[config.mk]
export PLATFORM = sky130hd
export DESIGN_NAME = demultiplexer_1to2_seq
export DESIGN_NICKNAME = d
export VERILOG_FILES = /design/src/rtl/demultiplexer_1to2_seq.sv
export SDC_FILE = /design/constraint.sdc
export NUM_CORES = 1
export LEC_CHECK = 0
export BUFFER_PORTS_ARGS = -buffer_cell sky130_fd_sc_hd__buf_4
export CAP_MARGIN = 20
export CORE_MARGIN = 5
export CORE_UTILIZATION = 25
export CTS_BUF_LIST = sky130_fd_sc_hd__clkbuf_8
export CTS_CLUSTER_SIZE = 8
export DETAILED_ROUTE_END_ITERATION = 7
export SYNTH_ARGS = -nofsm -noshare
export SYNTH_HDL_FRONTEND = slang
export SYNTH_SLANG_ARGS = --single-unit
[constraint.sdc]
create_clock -name clk -period 1.7 [get_ports clk]
set_clock_uncertainty 0.15 [all_clocks]
set_input_delay 0 -clock clk [delete_from_list [all_inputs] [get_ports clk]]
set_output_delay 0 -clock clk [all_outputs]
set_load 0.01 [all_outputs]
[src/rtl/demultiplexer_1to2_seq.sv]
// Rebuilds a 2-bit word from a tagged serial stream: tag 0 = bit 0, then tag 1 = bit 1; out-of-order tags set sticky seq_err.
// One-cycle latency from the bit-1 transfer to out_valid; in_ready follows out_ready while a word is held.
module demultiplexer_1to2_seq #(
  parameter int CNT_W = 8
) (
  input  logic             clk,
  input  logic             reset,
  input  logic             in_data,
  input  logic             select,
  input  logic             in_valid,
  output logic             in_ready,
  output logic [1:0]       out,
  output logic             out_valid,
  input  logic             out_ready,
  output logic             seq_err,
  input  logic             err_clr,
  output logic [CNT_W-1:0] frame_count
);

  typedef enum logic [1:0] {WAIT0, WAIT1, FULL} state_t;

  state_t state;
  logic   bit0;
  logic   xfer;

  assign in_ready = (state == FULL) ? out_ready : 1'b1;
  assign xfer     = in_valid & in_ready;

  always_ff @(posedge clk or posedge reset) begin
    if (reset) begin
      state       <= WAIT0;
      bit0        <= 1'b0;
      out         <= 2'b00;
      out_valid   <= 1'b0;
      seq_err     <= 1'b0;
      frame_count <= '0;
    end else begin
      // Error sets below are written later so they win over a same-cycle clear.
      if (err_clr)
        seq_err <= 1'b0;
      case (state)
        WAIT0: begin
          if (xfer) begin
            if (!select) begin
              bit0  <= in_data;
              state <= WAIT1;
            end else begin
              seq_err <= 1'b1;
            end
          end
        end
        WAIT1: begin
          if (xfer) begin
            if (select) begin
              out         <= {in_data, bit0};
              out_valid   <= 1'b1;
              frame_count <= frame_count + {{(CNT_W-1){1'b0}}, 1'b1};
              state       <= FULL;
            end else begin
              seq_err <= 1'b1;
              bit0    <= in_data;
            end
          end
        end
        FULL: begin
          if (out_ready) begin
            out_valid <= 1'b0;
            state     <= WAIT0;
            // The slot frees this cycle, so a tag-0 bit arriving now is not lost.
            if (xfer) begin
              if (!select) begin
                bit0  <= in_data;
                state <= WAIT1;
              end else begin
                seq_err <= 1'b1;
              end
            end
          end
        end
        default: state <= WAIT0;
      endcase
    end
  end

endmodule

==> summary.md <==
| Metric | Value |
|---|---|
| Status | finished clean |
| CTS root buf | clkbuf_8 |
| CTS Buffer Depth | 2 |
| Netlist cell types | 23 |
| Die footprint | slightly below 4000 um^2 |
| #FFs+latches synth | 15 |
| CTS sink cnt | 15 |
| Clock Power Share | 0.251 |
| Crit Path Max Fanout | 9 |
| I/O Pins | 20 |
| Seq/Total Area, Yosys | 0.536 |
| Chip height | ~63 um |
| Critical path required time | ~1.7 ns |
| Die W | approximately 63 um |
| Net count after synthesis | 72 |
| Setup Viol. Count Final | 0 |
| TritonCTS clock tree | yes |
| Sequential share of power | 0.460 |
| Type of the worst setup path | reg -> reg |
| Maxcap violations | 0 |
| Synth Warn # | 0 |
| Ant. Diodes | 0 |
| Share of post-route cells with drive strength above 1 | 0.275 |
| Global-route wire length before repair | approximately 2500 um |
| Final Util | 0.360 |
| Sequential Area | 375 um^2 |
| Cell taking the most area after synthesis | dfrtp_1 |
| Combinational share of power | 0.289 |
| CP arrival | between 1 and 1.5 ns |
| Nature of the critical path endpoint | flip-flop |
| Initial antenna violation count | 0 |
| DRT Pass-1 Iters | 4 |
| Final-layout fill cell count | about 290 |
| P per Cell Area | around 1200 nW/um^2 |
| Routed wire length | approximately 1400 um |
| Cell Area, Synth | 701 um^2 |
| Global placement routability congestion | just over 0.8 |
| RSZ-0062 raised after global routing | no |
| Fmax | 680 MHz |
| Clock-pin slew on the worst setup and hold paths | 0.06 ns |
| DR iter-0 viols | 8 |
| Total GRT Usage | 0.0782 |
| Slew headroom | 0.620 |
| ANT nets after route | 0 |
| Minimum clock period after layout | between 1 and 1.5 ns |
| Final HPWL DP | roughly 1000 um |
| Largest net degree at the start of global routing | 16 |
| Final net count | 100 |
| Total gr overflow | 0 |
| Post-CTS sizing | 0 |
| Hold Crit Class | in -> async |
| CTS Hold Bufs | 6 |
| Port buffer count | 19 |
| Setup TNS | 0 ns |
| Worst vdd ir | 0.000733 V |
| Synth top area share | 0.536 |
| H-tree Lvls | 1 |
| Leakage | between 0.5 and 0.6 nW |
| Clk_lat worst skew | approximately 0.25 ns |
| Drt wl/cell | roughly 12 um |
| Tightest Pin Transition | between 0.5 and 0.6 ns |
| Initial Utilization | 0.259 |
| Mapped Cells | 64 |
| Vias in the first global route | 556 |
| P_sw | roughly 0.37 mW |
| Area taken by multi-input logic gates | 305 um^2 |
| Switching share of power | 0.319 |
| CP Launch Type | flip-flop |
| Largest cells by area after synthesis | dfrtp_1 54%, nand2_1 7.5%, xnor2_1 5.0% |
| Final Cycle Share | 0.865 |
| Row cnt | 19 |
| Drt drc | 0 |
| Hold Worst Slack | 0.210 ns |
| Vias | about 550 |
| CTS Buf Count | 3 |
| Total Power | 1.17 mW |
| Via density | 4.48 |
| Area grow syn2layout | 39.3% |
| Fin. Hold Viols | 0 |
| Max Slew Vio Count | 0 |
| Mean Syn Cell Area | roughly 11 um^2 |
| Internal Dissipation | roughly 0.80 mW |
| # Post-CTS Setup Buffers | 0 |
| Core region area | roughly 2700 um^2 |
cells by family after synthesis:
kind of cell    share of synthesized area
mux                                0.0161
xor+xnor                            0.100
simple gates                        0.245
compound gates                     0.0571
fa+ha+maj                          0.0179
buf+inv                            0.0286
flops                               0.536
metrics by stage:
step	instances	setup slack, ns	area (um^2)
finish	122	0.229	976
global route	122	0.134	976
CTS	122	0.221	976
detailed placement	112	0.273	870
global placement	112	0.314	870
floorplan	64	0.316	701
sequential cells by signal (all words and copies together), names as in the netlist:
signal	cells
bit0	1
frame_count	8
out	2
out_valid	1
seq_err	1
state	2
metal layers:
metal | up-vias | routed length [um] | track usage
li1 | 268 | - | -
met3 | 4 | 103 | 0.0378
met4 | 0 | 19 | 0.0318
met1 | 260 | 581 | 0.0832
met2 | 15 | 744 | 0.131
met5 | - | 0 | 0
final timing paths:
path	from	endpoint	slack, ns	depth (start not counted)
setup / recovery	state[1]	frame_count[5]	0.23	3
hold / removal	reset	out[0]	0.21	3
setup reg to reg	state[1]	frame_count[5]	0.23	3
hold reg to reg	frame_count[7]	frame_count[7]	0.32	1
max in group asynchronous	reset	frame_count[1]	0.81	3
min in group clk	frame_count[7]	frame_count[7]	0.32	1
placed cells by master (no fill, tap or decap), types with 2 or more instances in the layout:
cell type and instances:
inv_1 2, buf_4 19, nor2_1 3, nor3_1 2, clkbuf_8 3, nand3_1 2
xnor2_1 4, nand2b_1 3, dfrtp_1 15, nand2_1 14, dlygate4sd3_1 6, a21oi_1 2
xor2_1 4
Yosys cell counts:
library cell,n
a22o_1,1
ha_1,1
o2bb2ai_1,1
mux2_1,1
nor4_4,1
nand2b_1,3
nand4b_4,1
nand4_1,1
clkbuf_4,1
and4b_1,1
dfrtp_1,15
inv_1,2
xnor2_1,4
nor2_1,3
and2b_1,1
a21oi_1,2
xor2_1,4
nor3_1,2
nand3_1,2
o21ai_0,1
nand2_1,14
a21o_1,1
buf_2,1
final cells by class:
| cell class | instances | area share |
|---|---|---|
| Tap cell | 31 | 0.0397 |
| Sequential cell | 15 | 0.385 |
| Inverter | 2 | 0.00769 |
| Clock inverter | 1 | 0.00513 |
| Timing Repair Buffer | 25 | 0.208 |
| Clock buffer | 3 | 0.0423 |
| Multi-Input combinational cell | 45 | 0.313 |
power by group through the flow:
stage | Clock, mW | Combinational [mW] | Sequential (mW)
2_1_floorplan | 0 | 0.145 | 0.561
3_3_place_gp | 0 | 0.336 | 0.546
3_5_place_dp | 0 | 0.336 | 0.546
4_1_cts | 0.304 | 0.348 | 0.541
5_1_grt | 0.313 | 0.371 | 0.558
6_report | 0.293 | 0.338 | 0.539
critical path, cell delays in order, from the launching register on:
cell      delay (ns)
dfrtp_1         0.45
nand4b_4        0.29
nor3_1          0.31
xor2_1          0.19
(Power assumes the default switching activity.)
